`config.mk`:
```
export PLATFORM = sky130hd
export DESIGN_NAME = gb_cmd_sequencer
export DESIGN_NICKNAME = d
export VERILOG_FILES = /design/src/rtl/gb_cmd_sequencer.sv
export SDC_FILE = /design/constraint.sdc
export NUM_CORES = 1
export LEC_CHECK = 0
export CAP_MARGIN = 15
export CORE_MARGIN = 2
export CORE_UTILIZATION = 51
export DETAILED_ROUTE_END_ITERATION = 10
export HOLD_SLACK_MARGIN = 0.03
export PLACE_DENSITY = 0.9
export SLEW_MARGIN = 20
export SYNTH_ARGS = -nofsm -noshare
export SYNTH_HDL_FRONTEND = slang
export SYNTH_SLANG_ARGS = --single-unit
```
`constraint.sdc`:
```
create_clock -name clk -period 4.1 [get_ports clk]
set_input_delay 0.82 -clock clk [delete_from_list [all_inputs] [get_ports clk]]
set_output_delay 0.82 -clock clk [all_outputs]
set_load 0.05 [all_outputs]
```
`src/rtl/gb_cmd_sequencer.sv`:
```
// gb_cmd_sequencer: sole driver of the gb_memory instruction/position port.
// Latches move/spawn/remove requests, grants one at a time by fixed priority
// (new > rm > down > left > right), issues the instruction while tracking the
// falling piece, then scans every row with GET_ROW so row_status refreshes.
// Optional feature macro: GB_SEQ_AUTO_CLEAR_EN -- after a DOWN sequence, a
// non-zero line_status queues a REMOVE of the lowest full row.
module gb_cmd_sequencer #(
    parameter int ROWS     = 20,
    parameter int HOLD_CYC = 4,
    parameter int X_MAX    = 8,
    parameter int SPAWN_X  = 5,
    parameter int SPAWN_Y  = 16
) (
    input  logic        clk,
    input  logic        rst_n,
    input  logic        req_new,
    input  logic [1:0]  shape_sel,
    input  logic        req_rm,
    input  logic [15:0] rm_sel,
    input  logic        req_down,
    input  logic        req_left,
    input  logic        req_right,
    input  logic [31:0] line_status,
    output logic [5:0]  instr_op,
    output logic [15:0] rm_line_num,
    output logic [4:0]  x_pos,
    output logic [4:0]  y_pos,
    output logic [1:0]  shape,
    output logic [4:0]  get_line_num,
    output logic        busy,
    output logic        done,
    output logic        reject
);

    localparam int HW = (HOLD_CYC > 1) ? $clog2(HOLD_CYC) : 1;

    localparam logic [5:0] OP_IDLE    = 6'h00;
    localparam logic [5:0] OP_NEW     = 6'h19;
    localparam logic [5:0] OP_LEFT    = 6'h1A;
    localparam logic [5:0] OP_RIGHT   = 6'h1B;
    localparam logic [5:0] OP_DOWN    = 6'h1C;
    localparam logic [5:0] OP_REMOVE  = 6'h1D;
    localparam logic [5:0] OP_GET_ROW = 6'h1F;

    // Pending-vector bit positions, highest index = highest priority.
    localparam int P_NEW   = 4;
    localparam int P_RM    = 3;
    localparam int P_DOWN  = 2;
    localparam int P_LEFT  = 1;
    localparam int P_RIGHT = 0;

    typedef enum logic [1:0] {
        S_IDLE  = 2'd0,
        S_ISSUE = 2'd1,
        S_SCAN  = 2'd2,
        S_DONE  = 2'd3
    } state_t;

    state_t          state_q, state_d;
    logic [4:0]      pend_q, pend_d;
    logic [1:0]      shape_sel_q, shape_sel_d;
    logic [15:0]     rm_sel_q, rm_sel_d;
    logic            last_down_q, last_down_d;
    logic [4:0]      row_q, row_d;
    logic [HW-1:0]   hold_q, hold_d;
    logic [5:0]      instr_op_q, instr_op_d;
    logic [15:0]     rm_line_num_q, rm_line_num_d;
    logic [4:0]      x_q, x_d;
    logic [4:0]      y_q, y_d;
    logic [1:0]      shape_q, shape_d;
    logic [4:0]      gln_q, gln_d;
    logic            busy_q, busy_d;
    logic            done_q, done_d;
    logic            reject_q, reject_d;

    logic [4:0]      grant_s;
    logic [5:0]      op_s;
    logic            legal_s;
    logic [4:0]      pend_clr_s;
    logic            auto_set_s;
    logic [4:0]      auto_idx_s;

`ifdef GB_SEQ_AUTO_CLEAR_EN
    // Index of the lowest set bit; caller guarantees v is non-zero.
    function automatic logic [4:0] lowest_set(input logic [31:0] v);
        logic [4:0] idx;
        idx = 5'd0;
        for (int i = 31; i >= 0; i--) begin
            if (v[i]) begin
                idx = 5'(i);
            end else begin
                idx = idx;
            end
        end
        return idx;
    endfunction

    // Queue a REMOVE of the lowest full row when a DOWN sequence finishes.
    always_comb begin
        auto_set_s = 1'b0;
        auto_idx_s = 5'd0;
        if ((state_q == S_DONE) && last_down_q && (line_status != 32'h0000_0000)) begin
            auto_set_s = 1'b1;
            auto_idx_s = lowest_set(line_status);
        end else begin
            auto_set_s = 1'b0;
            auto_idx_s = 5'd0;
        end
    end
`else
    // Auto-clear disabled: board status is ignored entirely.
    logic unused_auto_s;
    assign unused_auto_s = ^{line_status, last_down_q};
    assign auto_set_s    = 1'b0;
    assign auto_idx_s    = 5'd0;
`endif

    // Fixed-priority pick among pending requests.
    always_comb begin
        grant_s = 5'b00000;
        op_s    = OP_IDLE;
        if (pend_q[P_NEW]) begin
            grant_s[P_NEW] = 1'b1;
            op_s           = OP_NEW;
        end else if (pend_q[P_RM]) begin
            grant_s[P_RM] = 1'b1;
            op_s          = OP_REMOVE;
        end else if (pend_q[P_DOWN]) begin
            grant_s[P_DOWN] = 1'b1;
            op_s            = OP_DOWN;
        end else if (pend_q[P_LEFT]) begin
            grant_s[P_LEFT] = 1'b1;
            op_s            = OP_LEFT;
        end else if (pend_q[P_RIGHT]) begin
            grant_s[P_RIGHT] = 1'b1;
            op_s             = OP_RIGHT;
        end else begin
            grant_s = 5'b00000;
            op_s    = OP_IDLE;
        end
    end

    // Moves that would leave the board are dropped; this also rules out wrap.
    always_comb begin
        if (grant_s[P_DOWN] && (y_q == 5'd0)) begin
            legal_s = 1'b0;
        end else if (grant_s[P_LEFT] && (x_q == 5'd0)) begin
            legal_s = 1'b0;
        end else if (grant_s[P_RIGHT] && (x_q == 5'(X_MAX))) begin
            legal_s = 1'b0;
        end else begin
            legal_s = 1'b1;
        end
    end

    // Next-state and registered-output computation for the sequencer FSM.
    always_comb begin
        state_d       = state_q;
        pend_clr_s    = 5'b00000;
        last_down_d   = last_down_q;
        row_d         = row_q;
        hold_d        = hold_q;
        instr_op_d    = instr_op_q;
        rm_line_num_d = rm_line_num_q;
        x_d           = x_q;
        y_d           = y_q;
        shape_d       = shape_q;
        gln_d         = gln_q;
        busy_d        = busy_q;
        done_d        = 1'b0;
        reject_d      = 1'b0;

        case (state_q)
            S_IDLE: begin
                instr_op_d = OP_IDLE;
                busy_d     = 1'b0;
                gln_d      = 5'h1F;
                if (|pend_q) begin
                    pend_clr_s = grant_s;
                    if (legal_s) begin
                        state_d     = S_ISSUE;
                        instr_op_d  = op_s;
                        busy_d      = 1'b1;
                        last_down_d = grant_s[P_DOWN];
                        case (op_s)
                            OP_NEW: begin
                                x_d     = 5'(SPAWN_X);
                                y_d     = 5'(SPAWN_Y);
                                shape_d = shape_sel_q;
                            end
                            OP_LEFT:   x_d = x_q - 5'd1;
                            OP_RIGHT:  x_d = x_q + 5'd1;
                            OP_DOWN:   y_d = y_q - 5'd1;
                            OP_REMOVE: rm_line_num_d = rm_sel_q;
                            default:   x_d = x_q;
                        endcase
                    end else begin
                        reject_d = 1'b1;
                    end
                end else begin
                    pend_clr_s = 5'b00000;
                end
            end
            S_ISSUE: begin
                state_d    = S_SCAN;
                instr_op_d = OP_GET_ROW;
                gln_d      = 5'd0;
                row_d      = 5'd0;
                hold_d     = '0;
            end
            S_SCAN: begin
                if (hold_q == HW'(HOLD_CYC - 1)) begin
                    hold_d = '0;
                    if (row_q == 5'(ROWS - 1)) begin
                        state_d    = S_DONE;
                        instr_op_d = OP_IDLE;
                        gln_d      = 5'h1F;
                        busy_d     = 1'b0;
                        done_d     = 1'b1;
                    end else begin
                        row_d = row_q + 5'd1;
                        gln_d = row_q + 5'd1;
                    end
                end else begin
                    hold_d = hold_q + HW'(1);
                end
            end
            S_DONE: begin
                state_d = S_IDLE;
            end
            default: begin
                state_d = S_IDLE;
            end
        endcase

        // A fresh request wins over a grant clearing the same bit.
        pend_d = (pend_q & ~pend_clr_s)
               | {req_new, req_rm | auto_set_s, req_down, req_left, req_right};

        if (req_new) begin
            shape_sel_d = shape_sel;
        end else begin
            shape_sel_d = shape_sel_q;
        end

        if (req_rm) begin
            rm_sel_d = rm_sel;
        end else if (auto_set_s) begin
            rm_sel_d = {11'd0, auto_idx_s};
        end else begin
            rm_sel_d = rm_sel_q;
        end
    end

    // State, pending requests and all outputs are registered here.
    always_ff @(posedge clk or negedge rst_n) begin
        if (!rst_n) begin
            state_q       <= S_IDLE;
            pend_q        <= 5'b00000;
            shape_sel_q   <= 2'b00;
            rm_sel_q      <= 16'h0000;
            last_down_q   <= 1'b0;
            row_q         <= 5'd0;
            hold_q        <= '0;
            instr_op_q    <= OP_IDLE;
            rm_line_num_q <= 16'h0000;
            x_q           <= 5'd0;
            y_q           <= 5'd0;
            shape_q       <= 2'b00;
            gln_q         <= 5'h1F;
            busy_q        <= 1'b0;
            done_q        <= 1'b0;
            reject_q      <= 1'b0;
        end else begin
            state_q       <= state_d;
            pend_q        <= pend_d;
            shape_sel_q   <= shape_sel_d;
            rm_sel_q      <= rm_sel_d;
            last_down_q   <= last_down_d;
            row_q         <= row_d;
            hold_q        <= hold_d;
            instr_op_q    <= instr_op_d;
            rm_line_num_q <= rm_line_num_d;
            x_q           <= x_d;
            y_q           <= y_d;
            shape_q       <= shape_d;
            gln_q         <= gln_d;
            busy_q        <= busy_d;
            done_q        <= done_d;
            reject_q      <= reject_d;
        end
    end

    assign instr_op     = instr_op_q;
    assign rm_line_num  = rm_line_num_q;
    assign x_pos        = x_q;
    assign y_pos        = y_q;
    assign shape        = shape_q;
    assign get_line_num = gln_q;
    assign busy         = busy_q;
    assign done         = done_q;
    assign reject       = reject_q;

endmodule

```
Yosys cells after proc, flatten, opt, wreduce, memory -nomap -nowiden. Cells that the tools add are included.

Memories kept: 0. Logic and storage cells: 110. Output and inout port bits: 42. Bits in read-only memories: 0. Bits in writable memories: 0. Latch bits: 0. Register bits after elaboration: 74. Input port bits: 57.

Reductions and logical operators: 21. Eq/ne operators: 16. Divide/modulo/power cells: 0. Shift operators: 0. Magnitude comparators: 0. Mux-type cells: 50. Bitwise gates (word level): 3. $mul: 0. Add/subtract/negate cells: 5.

Operators by type and width (number): two-way mux 5 bit (11); == test 6 x 5 -> 1 bit (second input constant) (5); case mux 5 bit (3 select lines) (2); two-way mux 6 bit (4); case mux 5 bit (2 select lines) (2); AND reduction 4 bit (5); two-way mux 1 bit (19); case mux 6 bit (3 select lines) (1); two-way mux 2 bit (6); adder 5 x 1 -> 5 bit (second input constant) (2); logical NOT 5 bit (2); inequality test 2 bit (second input constant) (5); subtractor 5 x 1 -> 5 bit (second input constant) (2); AND reduction 3 bit (3); case mux 2 bit (4 select lines) (1); == test 2 bit (second input constant) (3); nonzero test 2 bit (3); nonzero test 3 bit (2); AND 5 bit (1); == test 5 x 4 -> 1 bit (second input constant) (1); == test 5 bit (second input constant) (1); inverter 5 bit (1); OR 5 bit (1); OR reduction 5 bit (1); 9 further kinds (11).

Depth between registers and ports, before layout. Gate-level depths: netlist of run 1.

Depth after elaboration: 12. Mapped depth: 8. Depth with buffers taken out: 8.

Worst setup path before layout of run 1. OpenSTA, ideal clock, no wires.

Kind: reg-to-reg. Start: register pend_q[1]. End: register x_q[4], in the netlist x_pos[4]. Slack: 1809 ps. Stages on the path, launching flop included: 9. Data arrival time: 2173 ps. Buffers on the path: 0. Setup time: 118 ps. Data required time: 3982 ps. Clock period less this slack: 2291 ps. Cell sequence: dfrtp_1 nor4_1 nand2_1 fa_1 a21o_1 a21oi_1 xor2_1 a21o_1 a21o_1.

Longest elaborated chain between the ends: 9. Elaborated cells on any way between the ends: 21. Classes of those cells: eq/ne: 3; mux: 13; reduce/logical: 5.

RTL lines: start: declaration (line 60) `logic [4:0] pend_q, pend_d;`; start signal: assignment (line 276) `pend_q <= pend_d;`; two-way mux 1 bit (line 131) `end else if (pend_q[P_LEFT]) begin`; two-way mux 2 bit (line 128) `end else if (pend_q[P_DOWN]) begin`; two-way mux 3 bit (line 125) `end else if (pend_q[P_RM]) begin`; two-way mux 4 bit (line 122) `if (pend_q[P_NEW]) begin`; logical AND 1 bit (line 149) `end else if (grant_s[P_RIGHT] && (x_q == 5'(X_MAX))) begin`; two-way mux 1 bit (line 149); two-way mux 1 bit (line 147) `end else if (grant_s[P_LEFT] && (x_q == 5'd0)) begin`; two-way mux 1 bit (line 145) `if (grant_s[P_DOWN] && (y_q == 5'd0)) begin`; AND reduction 4 bit (no line); end signal: assignment (line 267) `x_q <= 5'd0;`; end signal: assignment (line 284) `x_q <= x_d;`; end: declaration (line 68) `logic [4:0] x_q, x_d;`.

Parallel ways exist; a longest one is shown, timed or not. A chain may end at the register's enable or synchronous reset.

Final worst setup path of run 1.
Start: register pend_q[2]. End: register x_q[4], in the netlist x_pos[4].

Longest elaborated chain between the ends: 8. Elaborated cells on any way between the ends: 20. Classes of those cells: eq/ne: 3; mux: 11; reduce/logical: 6.

RTL lines (line): two-way mux 2 bit (128); two-way mux 3 bit (125); two-way mux 4 bit (122); logical AND 1 bit (149); two-way mux 1 bit (149); two-way mux 1 bit (147); two-way mux 1 bit (145); AND reduction 4 bit (no line).

Parallel ways exist; a longest one is shown, timed or not.

==> reports/results.txt, run 1 <==
largest fanout on the critical path: 13
Post-synth EDFFs: 0
post-route ant nets: 0
Pwr Total: 1.569 mW
Min Hold Slack: 504.9 ps
post-cts resize count: 0
share of layout cells above drive strength 1: 18.70%
core area: 6350 um^2
WL/cell: 15.57 um
CTS tree: built
Worst VDD drop: 0.0003218 V
CTS Hold Bufs: 0
Die Span X: 85.04 um
initial antenna violation count: 0
Critical Path AT: 3010 ps
Fmax achieved: 360.3 MHz
critical path class: reg2reg
clk buf depth: 2
Setup violations, final: 0
H-tree depth: 3
P per Cell Area: 366.5 nW/um^2
IO buf count: 65
clock-pin transition on the worst setup and hold timing paths: 80 ps
latest clock arrival within the worst-skew pair: 340 ps
number of global-route vias before repair: 2461
root buffer cell: clkbuf_8
grt total ovfl: 0
Initial DRT Pass Iterations: 4
Hold Path Class: reg2reg
# Max-Cap Violations: 0
P_leak: 1.842 nW
CTS Buf Count: 9
# fillers: 456
initial core utilization: 52.75%
Worst Skew: 9.164 ps
antenna cells: 0
final hold violation count: 0
most common cell after layout, fill and taps aside: dfrtp_1
slew margin rel.: 47.69%
Core Rows: 29
Worst Max-Slew Pin Slew: 782.2 ps
asr flop ratio synth: 100.0%
mean number of vias per cell: 5.598
GP Congestion: 0.8882
Tot GR Track Use: 20.04%
fin nets: 417
Top FF cell, synth: dfrtp_1
most frequent cells in the layout: 67 x dfrtp_1, 64 x clkdlybuf4s50_1, 38 x mux2_2
Worst Setup End Kind: register
clk sinks: 72
setup TNS: 0 ps
drt drc: 0
WL final: 6697 um
Setup crit start kind: register
Core Util, Final: 67.41%
post-synthesis cell type count: 52
sequential share of the synthesized area: 53.98%
largest net degree at the start of global routing: 38
Mean Syn Cell Area: 11.75 um^2
Setup Fix Bufs, Post-CTS: 0
synthesized area: 3349 um^2
WHS Path Cells: 1
Die ar.: 7232 um^2
Tcrit/Tclk final: 67.70%
Slew Viols, Final: 0
status: finished, final reports clean
DR iter-0 viols: 151
design area: 4280 um^2
I/O Pins: 99
P&R area growth vs syn: 27.79%
Die Y: 85.04 um
reg2reg path depth: 8
Area after DPL: 4038 um^2
DR vias: 2407
Post-Synthesis Cells: 285
yosys warns: 0
syn nets: 354
#FFs+latches synth: 72
minimum clock period: 2776 ps
RSZ-0062 raised after global routing: false
HPWL Detailed: 4794 um
first-pass GRT wire length: 11520 um
WP data required: 4340 ps
==> sequential cells by signal (all words and copies together) (netlist names), 4 cells and up <==
signal,count
get_line_num,5
instr_op,4
pend_q,5
rm_line_num,16
rm_sel_q,16
row_q,5
x_pos,5
y_pos,5
==> where the power goes <==
part           switching [mW]  internal [mW]  total, mW  leakage (nW)
logic                  0.0728         0.0633      0.136         0.876
clock network           0.272          0.409      0.680         0.117
registers              0.0155          0.737      0.752         0.848
total                   0.360           1.21       1.57          1.84
==> final cells by class <==
cell class	instances	area (um^2)	share of cell area [%]
clock buffer	10	127.6	2.982
clock inverter	6	115.1	2.689
inverter	9	33.78	0.7892
multi-input combinational	190	1446	33.79
sequential	72	1808	42.24
tap	77	96.34	2.251
timing repair buffer	66	653.1	15.26
==> routing by layer <==
layer | track usage (%) | up-vias | routed length (um)
li1 | - | 1149 | -
met1 | 25.06 | 1171 | 2789
met2 | 33.03 | 78 | 3372
met3 | 8.074 | 9 | 458
met4 | 4.329 | 0 | 77
met5 | 0 | - | 0
==> cell usage after synthesis (2+ instances only) <==
cell type	n	area, um^2
a21o_1	10	75.07
buf_4	2	15.01
and3_1	2	12.51
nor2b_1	5	31.28
xor2_1	3	26.28
dfrtp_1	67	1677
nand3b_1	2	15.01
or2_2	3	18.77
nand2b_1	5	31.28
nor2_1	15	56.30
or3_1	2	12.51
clkbuf_1	10	37.54
a22o_1	5	43.79
a21oi_1	15	75.07
nor3_1	3	15.01
nand4_1	3	18.77
xnor2_1	2	17.52
nand3_1	7	35.03
o21ai_0	11	55.05
ha_1	11	137.6
nor4_1	4	25.02
dfstp_2	5	131.4
o22a_1	4	35.03
and2_1	2	12.51
nand2_1	15	56.30
mux2_2	38	427.9
inv_1	9	33.78
==> final timing paths <==
check                               start  slack [ps]         endpoint
min in group asynchronous           rst_n         540         shape[0]
hold / removal             shape_sel_q[1]         500         shape[1]
setup reg to reg                pend_q[2]        1320         x_pos[4]
max in group asynchronous           rst_n        2560  get_line_num[2]
hold reg to reg            shape_sel_q[1]         500         shape[1]
setup / recovery                pend_q[2]        1320         x_pos[4]
==> cells by family after synthesis <==
family,Yosys count,synth area share (%)
xor+xnor,5,1.308
fa+ha+maj,12,4.707
compound gates,59,12.07
buf+inv,23,2.839
other cells,1,0.1120
simple gates,73,11.47
mux,40,13.52
flops,72,53.98
==> per-stage QoR <==
step                cells  setup WS, ps
floorplan             285          1809
global placement      414          1453
detailed placement    414          1367
CTS                   430          1337
global route          430          1182
finish                430          1324
==> worst max-delay path, stage by stage (launching register included) <==
cell	delay [ps]
dfrtp_1	520
nor4_1	590
nand2_1	290
fa_1	460
a21o_1	170
a21oi_1	160
xor2_1	110
a21o_1	190
a21o_1	170
Note: power is estimated with default switching activity, not from simulation.
==> run 2: changes to the inputs <==
--- a/config.mk
+++ b/config.mk
@@ -7,10 +7,10 @@
 export LEC_CHECK = 0
 export CAP_MARGIN = 15
 export CORE_MARGIN = 2
-export CORE_UTILIZATION = 51
+export CORE_UTILIZATION = 47
 export DETAILED_ROUTE_END_ITERATION = 10
 export HOLD_SLACK_MARGIN = 0.03
-export PLACE_DENSITY = 0.9
+export PLACE_DENSITY = 0.85
 export SLEW_MARGIN = 20
 export SYNTH_ARGS = -nofsm -noshare
 export SYNTH_HDL_FRONTEND = slang
==> constraint.sdc (replaced) <==
create_clock -name clk -period 2.7 [get_ports clk]
set_input_delay 0.54 -clock clk [delete_from_list [all_inputs] [get_ports clk]]
set_output_delay 0.54 -clock clk [all_outputs]
set_load 0.05 [all_outputs]
==> reports/results.txt, run 2 (synthesis results as in run 1) <==
number of global-route vias before repair: 2454
fin nets: 423
core area: 6832 um^2
Initial DRT Pass Iterations: 4
Die ar.: 7818 um^2
largest fanout on the critical path: 7
post-cts resize count: 0
first-pass GRT wire length: 11110 um
Worst Max-Slew Pin Slew: 810.2 ps
final hold violation count: 0
CTS Buf Count: 9
mean number of vias per cell: 5.345
Worst path max stage delay: 450 ps
CP dominant cell by count: a21o_1
Area after DPL: 4106 um^2
Critical Path Slowest Stage Cell: dfrtp_1
slew margin rel.: 45.81%
critical path class: reg2reg
combinational share of power: 9.8%
clock power share: 36.7%
CTS Hold Bufs: 0
CTS tree: built
drt drc: 0
clk buf depth: 2
Setup crit start kind: register
CP Cell Sequence: nor4_2 -> nand2_1 -> fa_1 -> a21o_1 -> a21oi_1 -> xor2_1 -> nor4b_1 -> a21o_1
largest net degree at the start of global routing: 29
clock-pin transition on the worst setup and hold timing paths: 80 ps
Setup violations, final: 0
# placed instances: 439
I/O Pins: 99
P&R area growth vs syn: 28.32%
FF-to-FF setup slack: 300 ps
Non-Filler Instances: 455
Critical Path AT: 2680 ps
share of layout cells above drive strength 1: 20.61%
post-route ant nets: 0
initial core utilization: 49.03%
WL final: 6698 um
grt total ovfl: 0
GP Congestion: 0.8549
Worst Setup End Kind: register
switching share of total power: 26.59%
WL/cell: 14.72 um
most frequent cells in the layout: 67 x dfrtp_1, 64 x clkdlybuf4s50_1, 38 x mux2_2
FF-to-FF End: x_pos[4]
root buffer cell: clkbuf_8
IO buf count: 65
P per Cell Area: 496.7 nW/um^2
reg2reg path depth: 8
sequential power share: 53.5%
most common cell after layout, fill and taps aside: dfrtp_1
clk sinks: 72
design area: 4298 um^2
P_int: 1.567 mW
Tot GR Track Use: 18.35%
setup TNS: 0 ps
latest clock arrival within the worst-skew pair: 340 ps
Die Span X: 88.42 um
Slew Viols, Final: 0
Setup Fix Bufs, Post-CTS: 0
Hold Path Class: in2async
DR vias: 2432
worst r2r src: pend_q[1]
DR iter-0 viols: 82
Worst Skew: 9.313 ps
Fmax achieved: 417.4 MHz
NetSw: 0.5676 mW
RSZ-0062 raised after global routing: false
# Max-Cap Violations: 0
HPWL Detailed: 4952 um
Die Y: 88.42 um
Tcrit/Tclk final: 88.73%
initial antenna violation count: 0
status: finished, final reports clean
WP data required: 2990 ps
P_leak: 1.841 nW
Worst VDD drop: 0.0004178 V
Core Rows: 30
antenna cells: 0
H-tree depth: 3
minimum clock period: 2396 ps
-- run 2: changes by cell type in the layout (fill, tap and decap cells not counted), sizes merged --
cell,previous run,this run
clkinvlp,1,2
clkbuf,10,9
buf,2,8
bufinv,3,0
inv,11,13
clkinv,0,1
-- run 2: power groups by stage --
stage	Combinational, mW	Clock (mW)	Sequential (mW)
final	0.209	0.784	1.14
after global placement	0.207	0	1.16
after CTS	0.212	0.808	1.14
after global routing	0.224	0.855	1.15
after floorplan	0.0646	0	1.21
after detailed placement	0.212	0	1.16
-- run 2: layout make-up --
type	count	area, um^2
clock buffers	9	123.9
clock inverters	7	61.31
fillers	559	2534
inverters	9	33.78
multi-input cells	190	1453
flip-flops and latches	72	1808
well taps	96	120.1
repair buffers	72	698.2
-- run 2: how the worst max path moves through the flow --
stage	end	startpoint
global placement	x_pos[4]	pend_q[1]
CTS	x_pos[4]	pend_q[1]
floorplan	x_pos[4]	pend_q[1]
detailed placement	x_pos[4]	pend_q[1]
global route	x_pos[4]	pend_q[1]
finish	x_pos[4]	pend_q[1]
-- run 2: stage by stage --
stage / utilization [%] / power [mW] / setup WS (ps) / hold slack [ps]
CTS: 62.82 / 2.164 / 153.2 / 205.5
detailed placement: 60.11 / 1.376 / 164.3 / 492.2
global route: 62.91 / 2.228 / 153.0 / 244.8
finish: 62.91 / 2.135 / 304.4 / 197.8
global placement: 60.11 / 1.367 / 245.2 / 482.0
floorplan: - / 1.273 / 409.1 / 244.4
-- run 2: critical path: cells and delay by family, from the launching register on --
kind,cells,cell delay [ps]
AND/OR/NAND/NOR,3,900
flip-flops,1,450
XOR/XNOR,1,100
AO/OA/AOI/OAI,3,450
adder cells (fa/ha/maj),1,440
-- run 2: routing by layer --
| metal | up-vias | share of wire, % | GRT usage [%] | wire, um |
|---|---|---|---|---|
| li1 | 1159 | - | - | - |
| met1 | 1204 | 44 | 23.01 | 2931 |
| met2 | 61 | 49 | 30.08 | 3263 |
| met3 | 8 | 6.4 | 5.784 | 427 |
| met4 | 0 | 1.1 | 6.612 | 76 |
| met5 | - | 0 | 0 | 0 |
